[src/rtl/sc_mux_seq_if.sv]
// rtl/sc_mux_seq_if.sv - channel/handshake bundle for the slow-control mux sequencer
interface sc_mux_seq_if #(
  parameter int DATA_W = 8,
  parameter int N_CH   = 22,
  parameter int SEL_W  = 5
);
  logic [N_CH*DATA_W-1:0] in_data;
  logic [1:0]             mode;
  logic [SEL_W-1:0]       sel;
  logic                   start;
  logic                   hold;
  logic [DATA_W-1:0]      out_data;
  logic [SEL_W-1:0]       out_ch;
  logic                   out_vld;
  logic                   out_ready;
  logic                   busy;
  logic                   done;
  logic                   err_sel;
  logic                   err_clr;

  modport slave (
    input  in_data, mode, sel, start, hold, out_ready, err_clr,
    output out_data, out_ch, out_vld, busy, done, err_sel
  );

  modport master (
    output in_data, mode, sel, start, hold, out_ready, err_clr,
    input  out_data, out_ch, out_vld, busy, done, err_sel
  );
endinterface

[src/rtl/sc_mux_seq.sv]
// rtl/sc_mux_seq.sv - N_CH-to-1 slow-control word mux with manual, single-scan and continuous-scan modes
module sc_mux_seq #(
  parameter int DATA_W = 8,
  parameter int N_CH   = 22,
  parameter int SEL_W  = 5
) (
  input logic          clk,
  input logic          rst,
  sc_mux_seq_if.slave  bus
);

  typedef enum logic {IDLE, SCAN} state_t;

  state_t            state, state_nxt;
  logic [SEL_W-1:0]  ptr, ptr_nxt;
  logic [1:0]        mode_q;
  logic              busy_nxt;
  logic              done_nxt;
  logic              ld;
  logic [SEL_W-1:0]  ld_ch;
  logic [DATA_W-1:0] word;
  logic              err_set;
  logic              ld_ok;
  logic              manual;
  logic              mode_chg;
  logic              sel_bad;
  logic              ptr_last;

  assign ld_ok    = !bus.hold && (!bus.out_vld || bus.out_ready);
  assign manual   = (bus.mode == 2'b00) || (bus.mode == 2'b11);
  assign mode_chg = (bus.mode != mode_q);
  assign sel_bad  = int'(bus.sel) >= N_CH;
  assign ptr_last = (ptr == SEL_W'(N_CH - 1));

  always_comb begin
    state_nxt = state;
    ptr_nxt   = ptr;
    busy_nxt  = bus.busy;
    done_nxt  = 1'b0;
    ld        = 1'b0;
    ld_ch     = ptr;
    err_set   = 1'b0;

    if (manual) begin
      if (sel_bad) begin
        err_set = 1'b1;
      end else if (ld_ok) begin
        ld    = 1'b1;
        ld_ch = bus.sel;
      end
    end

    // A mode switch aborts any scan in flight; the output register keeps its word.
    if (mode_chg) begin
      state_nxt = IDLE;
      ptr_nxt   = '0;
      busy_nxt  = 1'b0;
    end else if (bus.mode == 2'b01) begin
      case (state)
        IDLE: begin
          if (bus.start && !bus.hold) begin
            state_nxt = SCAN;
            ptr_nxt   = '0;
            busy_nxt  = 1'b1;
          end
        end
        SCAN: begin
          if (ld_ok) begin
            ld = 1'b1;
            if (ptr_last) begin
              state_nxt = IDLE;
              ptr_nxt   = '0;
              busy_nxt  = 1'b0;
              done_nxt  = 1'b1;
            end else begin
              ptr_nxt = ptr + 1'b1;
            end
          end
        end
        default: state_nxt = IDLE;
      endcase
    end else if (bus.mode == 2'b10) begin
      if (ld_ok) begin
        ld      = 1'b1;
        ptr_nxt = ptr_last ? '0 : ptr + 1'b1;
      end
    end
  end

  always_comb begin
    word = '0;
    for (int k = 0; k < N_CH; k++) begin
      if (ld_ch == SEL_W'(k)) word = bus.in_data[k*DATA_W +: DATA_W];
    end
  end

  always_ff @(posedge clk or posedge rst) begin
    if (rst) begin
      state        <= IDLE;
      ptr          <= '0;
      mode_q       <= 2'b00;
      bus.busy     <= 1'b0;
      bus.done     <= 1'b0;
      bus.out_data <= '0;
      bus.out_ch   <= '0;
      bus.out_vld  <= 1'b0;
      bus.err_sel  <= 1'b0;
    end else begin
      state    <= state_nxt;
      ptr      <= ptr_nxt;
      mode_q   <= bus.mode;
      bus.busy <= busy_nxt;
      bus.done <= done_nxt;
      if (ld) begin
        bus.out_data <= word;
        bus.out_ch   <= ld_ch;
        bus.out_vld  <= 1'b1;
      end else if (bus.out_vld && bus.out_ready) begin
        bus.out_vld <= 1'b0;
      end
      if (err_set)          bus.err_sel <= 1'b1;
      else if (bus.err_clr) bus.err_sel <= 1'b0;
    end
  end

endmodule

[src/flat_wrapper.sv]
// flat-port wrapper written by rule: the top's interface ports become plain ports
module sc_mux_seq_flat 
#(
  parameter int DATA_W = 8,
  parameter int N_CH   = 22,
  parameter int SEL_W  = 5
)
  (clk, rst, bus_in_data, bus_mode, bus_sel, bus_start, bus_hold, bus_out_ready, bus_err_clr, bus_out_data, bus_out_ch, bus_out_vld, bus_busy, bus_done, bus_err_sel);
  sc_mux_seq_if #(.DATA_W(DATA_W), .N_CH(N_CH), .SEL_W(SEL_W)) bus_i ();
  input logic clk;
  input logic rst;
  input wire logic [$bits(bus_i.in_data)-1:0] bus_in_data;
  input wire logic [$bits(bus_i.mode)-1:0] bus_mode;
  input wire logic [$bits(bus_i.sel)-1:0] bus_sel;
  input wire logic [$bits(bus_i.start)-1:0] bus_start;
  input wire logic [$bits(bus_i.hold)-1:0] bus_hold;
  input wire logic [$bits(bus_i.out_ready)-1:0] bus_out_ready;
  input wire logic [$bits(bus_i.err_clr)-1:0] bus_err_clr;
  output wire logic [$bits(bus_i.out_data)-1:0] bus_out_data;
  output wire logic [$bits(bus_i.out_ch)-1:0] bus_out_ch;
  output wire logic [$bits(bus_i.out_vld)-1:0] bus_out_vld;
  output wire logic [$bits(bus_i.busy)-1:0] bus_busy;
  output wire logic [$bits(bus_i.done)-1:0] bus_done;
  output wire logic [$bits(bus_i.err_sel)-1:0] bus_err_sel;
  assign bus_i.in_data = bus_in_data;
  assign bus_i.mode = bus_mode;
  assign bus_i.sel = bus_sel;
  assign bus_i.start = bus_start;
  assign bus_i.hold = bus_hold;
  assign bus_i.out_ready = bus_out_ready;
  assign bus_i.err_clr = bus_err_clr;
  assign bus_out_data = bus_i.out_data;
  assign bus_out_ch = bus_i.out_ch;
  assign bus_out_vld = bus_i.out_vld;
  assign bus_busy = bus_i.busy;
  assign bus_done = bus_i.done;
  assign bus_err_sel = bus_i.err_sel;
  sc_mux_seq #(.DATA_W(DATA_W), .N_CH(N_CH), .SEL_W(SEL_W)) u_core (.clk(clk), .rst(rst), .bus(bus_i));
endmodule
[config.mk]
export PLATFORM = sky130hd
export DESIGN_NAME = sc_mux_seq_flat
export DESIGN_NICKNAME = d
export VERILOG_FILES = /design/src/rtl/sc_mux_seq_if.sv /design/src/rtl/sc_mux_seq.sv /design/src/flat_wrapper.sv
export SDC_FILE = /design/constraint.sdc
export NUM_CORES = 1
export LEC_CHECK = 0
export ABC_AREA = 0
export CAP_MARGIN = 20
export CELL_PAD_IN_SITES_DETAIL_PLACEMENT = 0
export CELL_PAD_IN_SITES_GLOBAL_PLACEMENT = 2
export CORE_MARGIN = 1.5
export CORE_UTILIZATION = 19
export CTS_CLUSTER_DIAMETER = 30
export DETAILED_ROUTE_END_ITERATION = 7
export GPL_TIMING_DRIVEN = 0
export PLACE_DENSITY = 0.93
export SLEW_MARGIN = 20
export SYNTH_ARGS = -nofsm -noshare
export SYNTH_HDL_FRONTEND = slang
export SYNTH_SLANG_ARGS = --single-unit
[constraint.sdc]
create_clock -name clk -period 3.88 [get_ports clk]
set_clock_uncertainty 0.2 [all_clocks]
set_input_delay 1.164 -clock clk [delete_from_list [all_inputs] [get_ports clk]]
set_output_delay 1.164 -clock clk [all_outputs]
set_load 0.005 [all_outputs]
[Yosys cells after proc, flatten, opt, wreduce, memory -nomap -nowiden]
Index checks and enable logic that the tools add are counted.
Storage, ports and cells
  register bits: 25
  output and inout port bits: 17
  word-level logic and storage cells: 120
  input bits: 189
Operators by class
  add/subtract/negate cells: 1
  mux-type cells: 63
  reduce and logical (&&, ||, !) cells: 15
  magnitude comparators: 1
  equal/unequal tests: 30
  bitwise operators: 1
Operator list (number)
  $mux W8: 22
  $mux W5: 9
  $eq A5 B4 Y1 const B: 8
  $eq A5 B5 Y1 const B: 7
  $mux W1: 29
  $eq A5 B3 Y1 const B: 4
  $eq A5 B2 Y1 const B: 2
  $pmux W5 S2: 1
  $ne A3 B3 Y1 const B: 2
  $reduce_bool A2 Y1: 3
  $add A5 B1 Y5 const B: 1
  $eq A5 B1 Y1 const B: 1
  $ge A5 B5 Y1 const B: 1
  $logic_not A5 Y1: 1
  $eq A2 B2 Y1 const B: 2
  $ne A4 B3 Y1 const B: 1
  $pmux W1 S2: 2
  $reduce_and A4 Y1: 1
  $logic_and A1 B1 Y1: 3
  $ne A3 B1 Y1 const B: 1
  $reduce_bool A3 Y1: 1
  $eq A2 B1 Y1 const B: 1
  $logic_not A1 Y1: 2
  $logic_not A2 Y1: 1
  4 further kinds: 5

[Depth between registers and ports, before layout]
Gate-level depths: netlist of run 1.
  depth after elaboration: 29
  depth in mapped cells: 12
  gate-level depth less buffers: 10

[Least setup slack after synthesis of run 1]
Ideal clock, no wire load.
  path type: input to register
  start point: input port bus_sel[3]
  end point: register u_core.bus.out_data[3]
  data arrival time: 3.671 ns
  path slack: -0.117 ns
  buffers on the path: 3
  library setup time: 0.126 ns
  stages: 11
  data required time: 3.554 ns
  path through: buf_2 a21o_1 a2111oi_4 buf_6 mux2i_1 buf_2 mux2i_1 nor2_1 a221oi_1 a211oi_1 a221o_1
On the way
  longest elaborated chain between the ends: 26
  elaborated cells on any way between the ends: 55
  classes of those cells: order compare (1); eq/ne (21); mux (32); reduce/logical (1)
RTL lines
  start: declaration: line flat_wrapper.sv:14  | input wire logic [$bits(bus_i.sel)-1:0] bus_sel;
  $ge A5 B5 Y1 or $mux W5 (tied branches): line sc_mux_seq.sv:32, sc_mux_seq.sv:47
  $mux W5: line sc_mux_seq.sv:45  | if (sel_bad) begin
  $mux W5: line sc_mux_seq.sv:44  | if (manual) begin
  $logic_not A5 Y1: line sc_mux_seq.sv:93  | if (ld_ch == SEL_W'(k)) word = bus.in_data[k*DATA_W +: DATA_W];
  $mux W8 (22 in series): line sc_mux_seq.sv:93
  end signal: assignment: line sc_mux_seq.sv:115  | bus.out_data <= word;
  end: declaration: line sc_mux_seq_if.sv:23  | output out_data, out_ch, out_vld, busy, done, err_sel
Parallel ways exist; a longest one is shown, timed or not.
A chain may end at the register's enable or synchronous reset.

[Worst setup path after layout of run 1]
  start point: input port bus_mode[0]
  end point: register u_core.bus.out_data[0]
On the way
  longest elaborated chain between the ends: 26
  elaborated cells on any way between the ends: 57
  classes of those cells: eq/ne (25); mux (29); reduce/logical (3)
RTL lines
  start: declaration: line flat_wrapper.sv:13  | input wire logic [$bits(bus_i.mode)-1:0] bus_mode;
  $eq A2 B2 Y1 or $logic_not A2 Y1 (tied branches): line sc_mux_seq.sv:30  | assign manual = (bus.mode == 2'b00) || (bus.mode == 2'b11);
  $logic_or A1 B1 Y1: line sc_mux_seq.sv:30
  $mux W5: line sc_mux_seq.sv:44
  $logic_not A5 Y1: line sc_mux_seq.sv:93
  $mux W8 (22 in series): line sc_mux_seq.sv:93
Parallel ways exist; a longest one is shown, timed or not.

==> results of run 1 <==
## power groups by stage
stage | logic [mW] | registers, mW | clock network [mW]
CTS | 0.631 | 0.324 | 0.255
finish | 0.654 | 0.325 | 0.252
detailed placement | 0.575 | 0.326 | 0
global placement | 0.568 | 0.329 | 0
global route | 0.699 | 0.329 | 0.267
floorplan | 0.211 | 0.326 | 0
## sequential cells by signal (all words and copies together), names as in the netlist
name and count:
u_core.ptr 5, u_core.state 1, u_core.bus.out_data 8, u_core.bus.err_sel 1, u_core.bus.done 1, u_core.mode_q 2
u_core.bus.out_ch 5, u_core.bus.busy 1, u_core.bus.out_vld 1
## cells in the final DEF (no fill, tap or decap), types with 11 or more instances in the layout
| cell | n |
|---|---|
| nand2_1 | 61 |
| a22o_1 | 12 |
| a21oi_1 | 27 |
| clkdlybuf4s50_1 | 197 |
| o21ai_0 | 28 |
| nand3_1 | 11 |
| a221oi_1 | 12 |
| nor2b_1 | 12 |
| o22ai_1 | 15 |
| nor2_1 | 31 |
| inv_1 | 16 |
| nor3_1 | 12 |
| dfrtp_1 | 25 |
| buf_4 | 28 |
## routing by layer
metal  global-route usage, %  part of all wire [%]  up-vias
li1                        -                     -     2255
met1                    27.1                    43     2327
met2                    34.4                    46      278
met3                    4.28                   9.8       19
met4                    4.84                   1.2        2
met5                       0                 0.068        -
## logic make-up after synthesis
kind of cell / share of synthesized area [%]
flip-flops: 19.0
multiplexers: 5.12
AO/OA/AOI/OAI: 42.1
XOR/XNOR: 0.531
adder cells (fa/ha/maj): 1.52
AND/OR/NAND/NOR: 25.7
buffers and inverters: 6.11
## worst register-to-register path, cell delays in order, from the launching register on
cell	delay [ns]
dfrtp_1	0.41
clkbuf_1	0.56
nor2_1	0.19
nand2_1	0.25
a32oi_1	0.08
a2111o_1	0.47
a221oi_1	0.23
o221a_2	0.26
o21ai_2	0.09
a311o_1	0.29
## cell type report
cell class	count	area share [%]
repair buffers	229	35.6
clock inverters	1	0.139
clock buffers	3	1.19
flip-flops and latches	25	9.91
multi-input cells	383	44.7
well taps	220	4.36
inverters	17	1.01
plain buffers	28	3.09
## timing repair
item | 4_1_cts | 5_1_grt
pin swaps | 4 | 9
buffers inserted | 18 | 7
endpoints found under the setup margin | 14 | 8
hold buffers | 0 | 0
gates resized for setup | 71 | 32
gates cloned | 1 | 0
## final timing paths
| kind | from | end | slack (ns) |
|---|---|---|---|
| worst max-delay path | bus_mode[0] | u_core.bus.out_data[0] | 0.17 |
| worst min-delay path | u_core.bus.out_ch[1] | u_core.bus.out_ch[1] | 0.30 |
| worst max register to register | u_core.ptr[0] | u_core.bus.out_data[6] | 0.74 |
| worst min register to register | u_core.bus.out_ch[1] | u_core.bus.out_ch[1] | 0.30 |
| max in group asynchronous | rst | u_core.bus.out_data[1] | 2.02 |
| min in group asynchronous | rst | u_core.bus.out_ch[2] | 1.08 |
==> out/metrics.cfg, run 1 <==
[run_status]
status = complete, no violations

[global_route]
track_usage_pct = 20.5
grt_pass1_wl_um = 28600
grt_pass1_vias = 4943
antenna_found_initial = 1
grt_overflow = 0
grt_max_degree = 26

[floorplan]
die_height_um = 135
placementRows = 47
io_pins = 206
start_util_pct = 19.7
die_area_mm2 = 0.0182
chipWidth_um = 135
core_mm2 = 0.0168

[placement]
numPortBuffers = 203
place_congestion = 0.930
placed_area_mm2 = 0.00563
dp.cells = 877
detailedPlacementHpwl_um = 15100
pre_cts_slack_ns = -1.51

[sta]
rsz0062_at_grt = no
worst_slack_ns = 0.168
setup_tns_ns = 0
finalCritPeriodShare_pct = 95.7
max-slew-margin-rel_pct = 53.6
finalCriticalPeriod_ns = 3.71
drv_slew = 0
setup_viol = 0
whs_ns = 0.302
hold_violations = 0
fmax_mhz = 269
tightest_slew_ns = 0.687

[synth]
synth_area_leaders = dfrtp_1 (19%), nand2_1 (7.1%), o21ai_0 (4.7%)
ys_ff_latch = 25
synth.most_common_cell = nand2_1
async_flop_share_pct = 100
syn_inst = 454
synthFlopType = dfrtp_1
synth_area_mm2 = 0.00330
synthTopCellsByCount = nand2_1 (62), nor2_1 (31), o21ai_0 (31)
syn_area_per_cell_um2 = 7.26
synth_top_cell_by_area = dfrtp_1
synth-edff-count = 0
synth_top_cell_area_share_pct = 19.0
ys.warnings.count = 0
syn_nets = 647
yosysSeqAreaShare_pct = 19.0
synth_cell_type_count = 64

[run]
maxCapViolCount = 0

[drt]
drc = 0
ant_nets = 0
drt-initial-drc-count = 394
drt-pass1-iter-count = 6
route.final.wire_length_um = 19100
viasPerCell = 5.39
wl_per_cell_um = 21.1
vias = 4881

[clocking]
cts_max_path_buffers = 2
tritoncts = yes
clock_latency_ns = 0.27
cts.sinks = 25
clk_pin_slew_ns = 0.07
cts-root-buf = clkbuf_16
cts_buffers = 3
htreeDepth = 1

[final_layout]
drive_gt1_share_pct = 15.9
fin_area_mm2 = 0.00631
multi_input_area_mm2 = 0.00282
nFillCells = 1746
regArea_um2 = 626
antenna_cells = 0
fin_nets = 880
layout.cells.non_filler = 906
area_delta_synth_final_pct = 91.5
utilization_pct = 37.7

[critical_path]
cp_max_fo = 10
crit_slowest_cell = a211o_1
crit_chain = buf_2, inv_1, ha_4, nor2b_1, buf_4, a32oi_1, o2bb2ai_2, clkbuf_4, a22o_1, o21ai_0, a211o_1, a221oi_1
path_buf_inv = 4
critical_path_cell_count = 12
crit_path_end_kind = flip-flop
critPathMaxStageDelay_ns = 0.37
cpLargestDelayFamily = compound AO/OA/AOI/OAI gates
cp.required_ns = 3.84
critPathKind = in -> reg
startpoint_type = input port
reg2reg_depth = 9
worstPathArrival_ns = 3.67

[pwr]
switching_share_pct = 33.2
power_mw = 1.23
p_leak_nw = 2.39
peakVddDrop_mv = 0.167
powerDensity_mw_per_mm2 = 195
clockPowerShare_pct = 20.4
internal_power_uw = 822
comb_power_share_pct = 53.1
pwr-share-seq_pct = 26.4
p_sw_uw = 409

[worst_hold_path]
whs_path_depth = 2
hold_path_class = reg -> reg

Note: power is estimated with default switching activity, not from simulation.
==> run 2: changes to the inputs <==
--- a/config.mk
+++ b/config.mk
@@ -6,6 +6,7 @@
 export NUM_CORES = 1
 export LEC_CHECK = 0
 export ABC_AREA = 0
+export ABC_CLOCK_PERIOD_IN_PS = 3880
 export CAP_MARGIN = 20
 export CELL_PAD_IN_SITES_DETAIL_PLACEMENT = 0
 export CELL_PAD_IN_SITES_GLOBAL_PLACEMENT = 2
==> results of run 2 <==
Same layout as run 1: the final DEF is identical, and so are final timing and power.
==> run 3: changes to the inputs <==
--- a/config.mk
+++ b/config.mk
@@ -6,16 +6,16 @@
 export NUM_CORES = 1
 export LEC_CHECK = 0
 export ABC_AREA = 0
-export ABC_CLOCK_PERIOD_IN_PS = 3880
+export ABC_CLOCK_PERIOD_IN_PS = 3300
 export CAP_MARGIN = 20
 export CELL_PAD_IN_SITES_DETAIL_PLACEMENT = 0
 export CELL_PAD_IN_SITES_GLOBAL_PLACEMENT = 2
 export CORE_MARGIN = 1.5
-export CORE_UTILIZATION = 19
+export CORE_UTILIZATION = 17
 export CTS_CLUSTER_DIAMETER = 30
 export DETAILED_ROUTE_END_ITERATION = 7
 export GPL_TIMING_DRIVEN = 0
-export PLACE_DENSITY = 0.93
+export PLACE_DENSITY = 0.88
 export SLEW_MARGIN = 20
 export SYNTH_ARGS = -nofsm -noshare
 export SYNTH_HDL_FRONTEND = slang
==> constraint.sdc (replaced) <==
create_clock -name clk -period 3.3 [get_ports clk]
set_clock_uncertainty 0.2 [all_clocks]
set_input_delay 0.99 -clock clk [delete_from_list [all_inputs] [get_ports clk]]
set_output_delay 0.99 -clock clk [all_outputs]
set_load 0.005 [all_outputs]
==> run 3 against run 2 <==
- the flow now finishes with violations (setup timing)
- register-to-register slack got worse by 0.51 ns
- clock power rose by 14%
- routed wire length rose by 3.4%
- utilization fell by 1.2 points
==> out/metrics.cfg, run 3 (synthesized netlist as in run 1, its figures left out) <==
[run_status]
status = finished with violations
violations = setup timing

[floorplan]
core_mm2 = 0.0189  ; +13%
start_util_pct = 17.5  ; -2.2 points
io_pins = 206  ; unchanged
placementRows = 50  ; +6.4%
die_area_mm2 = 0.0202  ; +11%
die_height_um = 142  ; +5.6%
chipWidth_um = 142  ; +5.6%

[pwr]
switching_share_pct = 32.9  ; -0.30 points
comb_power_share_pct = 55.8  ; +2.7 points
powerDensity_mw_per_mm2 = 220  ; +13%
clockPowerShare_pct = 19.0  ; -1.4 points
internal_power_mw = 1.02  ; +24%
p_leak_nw = 2.58  ; +7.9%
power_mw = 1.51  ; +23%
pwr-share-seq_pct = 25.2  ; -1.2 points
peakVddDrop_mv = 0.204  ; +22%
p_sw_uw = 498  ; +22%

[drt]
drt-pass1-iter-count = 5  ; -1
drt-initial-drc-count = 251  ; -36%
vias = 4930  ; +1.0%
wl_per_cell_um = 20.4  ; -3.6%
route.final.wire_length_um = 19800  ; +3.4%
drc = 0  ; unchanged
viasPerCell = 5.07  ; -5.9%
ant_nets = 0  ; unchanged

[critical_path]
startpoint_type = input port
crit_chain = buf_12, a21o_4, a2111oi_4, buf_6, buf_12, buf_8, mux2i_4, a22oi_2, nand3_2, a21oi_2, a211o_1, a221oi_2
cp_max_fo = 9  ; -1
path_buf_inv = 4  ; unchanged
critPathKind = in -> reg
rrSetupSlack_ns = 0.23  ; -0.51 ns
r2r-start = u_core.ptr[1]
rr_endpoint = u_core.bus.out_data[6]
worstPathArrival_ns = 3.35  ; -0.32 ns
crit_path_end_kind = flip-flop
reg2reg_depth = 9  ; unchanged
crit_slowest_cell = a211o_1
cpMostUsedCell = buf_12
cpLargestDelayFamily = compound AO/OA/AOI/OAI gates
critPathMaxStageDelay_ns = 0.39  ; +0.02 ns
startpoint = bus_sel[2]
cp.required_ns = 3.27  ; -0.57 ns

[final_layout]
layout_commonest_cell = clkdlybuf4s50_1
fin_area_mm2 = 0.00688  ; +9.1%
final_cell_mix = clkdlybuf4s50_1 (196), nand2_1 (59), buf_4 (41), nor2_1 (28), a21oi_1 (26)
fin_nets = 906  ; +3.0%
drive_gt1_share_pct = 22.3  ; +6.4 points
area_delta_synth_final_pct = 109
reg_top3 = u_core.bus.out_data x8, u_core.bus.out_ch x5, u_core.ptr x5
antenna_cells = 0  ; unchanged
largest_register_ffs = 8  ; unchanged
regMostFlops = u_core.bus.out_data
utilization_pct = 36.4  ; -1.2 points
layout.cells.non_filler = 972  ; +7.3%

[worst_hold_path]
hold_end = u_core.bus.out_ch[2]
hold_path_class = reg -> reg
min-delay-start = u_core.bus.out_ch[2]
whs_path_depth = 2  ; unchanged

[sta]
setup_tns_ns = -0.159  ; -0.159 ns
worst_slack_ns = -0.0743  ; -0.242 ns
tightest_slew_ns = 0.625  ; -0.0617 ns
finalCritPeriodShare_pct = 102
fmax_mhz = 296
rsz0062_at_grt = yes
finalCriticalPeriod_ns = 3.37
max-slew-margin-rel_pct = 57.7  ; +4.2 points
setup_viol = 7  ; +7
drv_slew = 0  ; unchanged
hold_violations = 0  ; unchanged

[global_route]
antenna_found_initial = 0  ; -1
grt_pass1_vias = 4748  ; -3.9%
grt_max_degree = 26  ; unchanged
track_usage_pct = 18.6  ; -1.9 points
grt_overflow = 0  ; unchanged
grt_pass1_wl_um = 28700  ; +0.29%

[placement]
numPortBuffers = 203  ; unchanged
detailedPlacementHpwl_um = 15300  ; +1.2%
dp.cells = 917  ; +4.6%
place_congestion = 0.942  ; +1.3%
placed_area_mm2 = 0.00572  ; +1.6%

[clocking]
clk_pin_slew_ns = 0.07  ; about the same
clock_latency_ns = 0.26  ; about the same
cts.sinks = 25  ; unchanged
cts_max_path_buffers = 2  ; unchanged
cts_buffers = 3  ; unchanged
htreeDepth = 1  ; unchanged
cts-root-buf = clkbuf_16
tritoncts = yes
postCtsHoldBufs = 0  ; unchanged

[run]
maxCapViolCount = 0  ; unchanged

## run 3: cell types whose count changed in the layout (fill, tap and decap cells not counted), sizes merged
cell           previous run  this run
dlygate4sd2               0         1
clkdlybuf4s15             0         1
mux2i                    12        13
bufbuf                    1         0
clkinv                    0         1
clkbuf                   19        21
dlymetal6s2s              3         0
inv                      18        17
buf                      40        66
clkdlybuf4s50           197       196
## run 3: worst max path at each step
stage	to	slack, ns	depth (start not counted)
4_1_cts	u_core.bus.out_data[6]	-0.17	13
5_1_grt	u_core.bus.out_data[0]	-0.15	14
3_5_place_dp	u_core.bus.out_data[6]	-1.70	11
6_report	u_core.bus.out_data[0]	-0.07	12
2_1_floorplan	u_core.bus.out_data[3]	-0.32	11
3_3_place_gp	u_core.bus.out_data[6]	-1.72	11
## run 3: metal layers
layer / vias up / wire (um) / track usage [%] / share of wire, %
met5: - / 0 / 0 / 0
met4: 0 / 258 / 3.26 / 1.3
met3: 19 / 1700 / 3.73 / 8.6
met2: 244 / 9170 / 31.0 / 46
met1: 2357 / 8650 / 25.2 / 44
li1: 2310 / - / - / -
## run 3: layout make-up
type,instances,area [um2]
Inverter,17,68.8
Clock inverter,1,8.76
Clock buffer,3,75.1
Tap cell,260,325
Timing Repair Buffer,254,2530
Buffer,28,260
Multi-Input combinational cell,384,2990
Sequential cell,25,626
Fill cell,2007,12000
## run 3: metrics by stage
stage / hold slack [ns] / setup WS, ns
after detailed placement: 0.279 / -1.70
after global placement: 0.273 / -1.72
after floorplan: 0.273 / -0.318
after global routing: 0.347 / -0.149
after CTS: 0.308 / -0.171
final: 0.304 / -0.0743
## run 3: worst register-to-register path: stages, from the launching register on
cell	delay (ns)
dfrtp_1	0.42
clkbuf_1	0.47
nor2_1	0.21
nand2_1	0.27
a32oi_1	0.09
a2111o_1	0.48
a221oi_2	0.19
o221a_2	0.28
o21ai_4	0.08
a311o_1	0.28
## run 3: power groups by stage
stage          combinational (mW)  clock [mW]  sequential, mW
6_report                    0.845       0.287           0.381
2_1_floorplan               0.256           0           0.383
5_1_grt                     0.898       0.308           0.386
3_3_place_gp                0.679           0           0.387
3_5_place_dp                0.681           0           0.383
4_1_cts                     0.790       0.295           0.381
## run 3: timing repair
| item | CTS | global route |
|---|---|---|
| setup buffers | 28 | 20 |
| pin swaps | 28 | 26 |
| resized for setup | 135 | 36 |
| gates cloned | 3 | 0 |
| setup endpoints to repair | 14 | 8 |
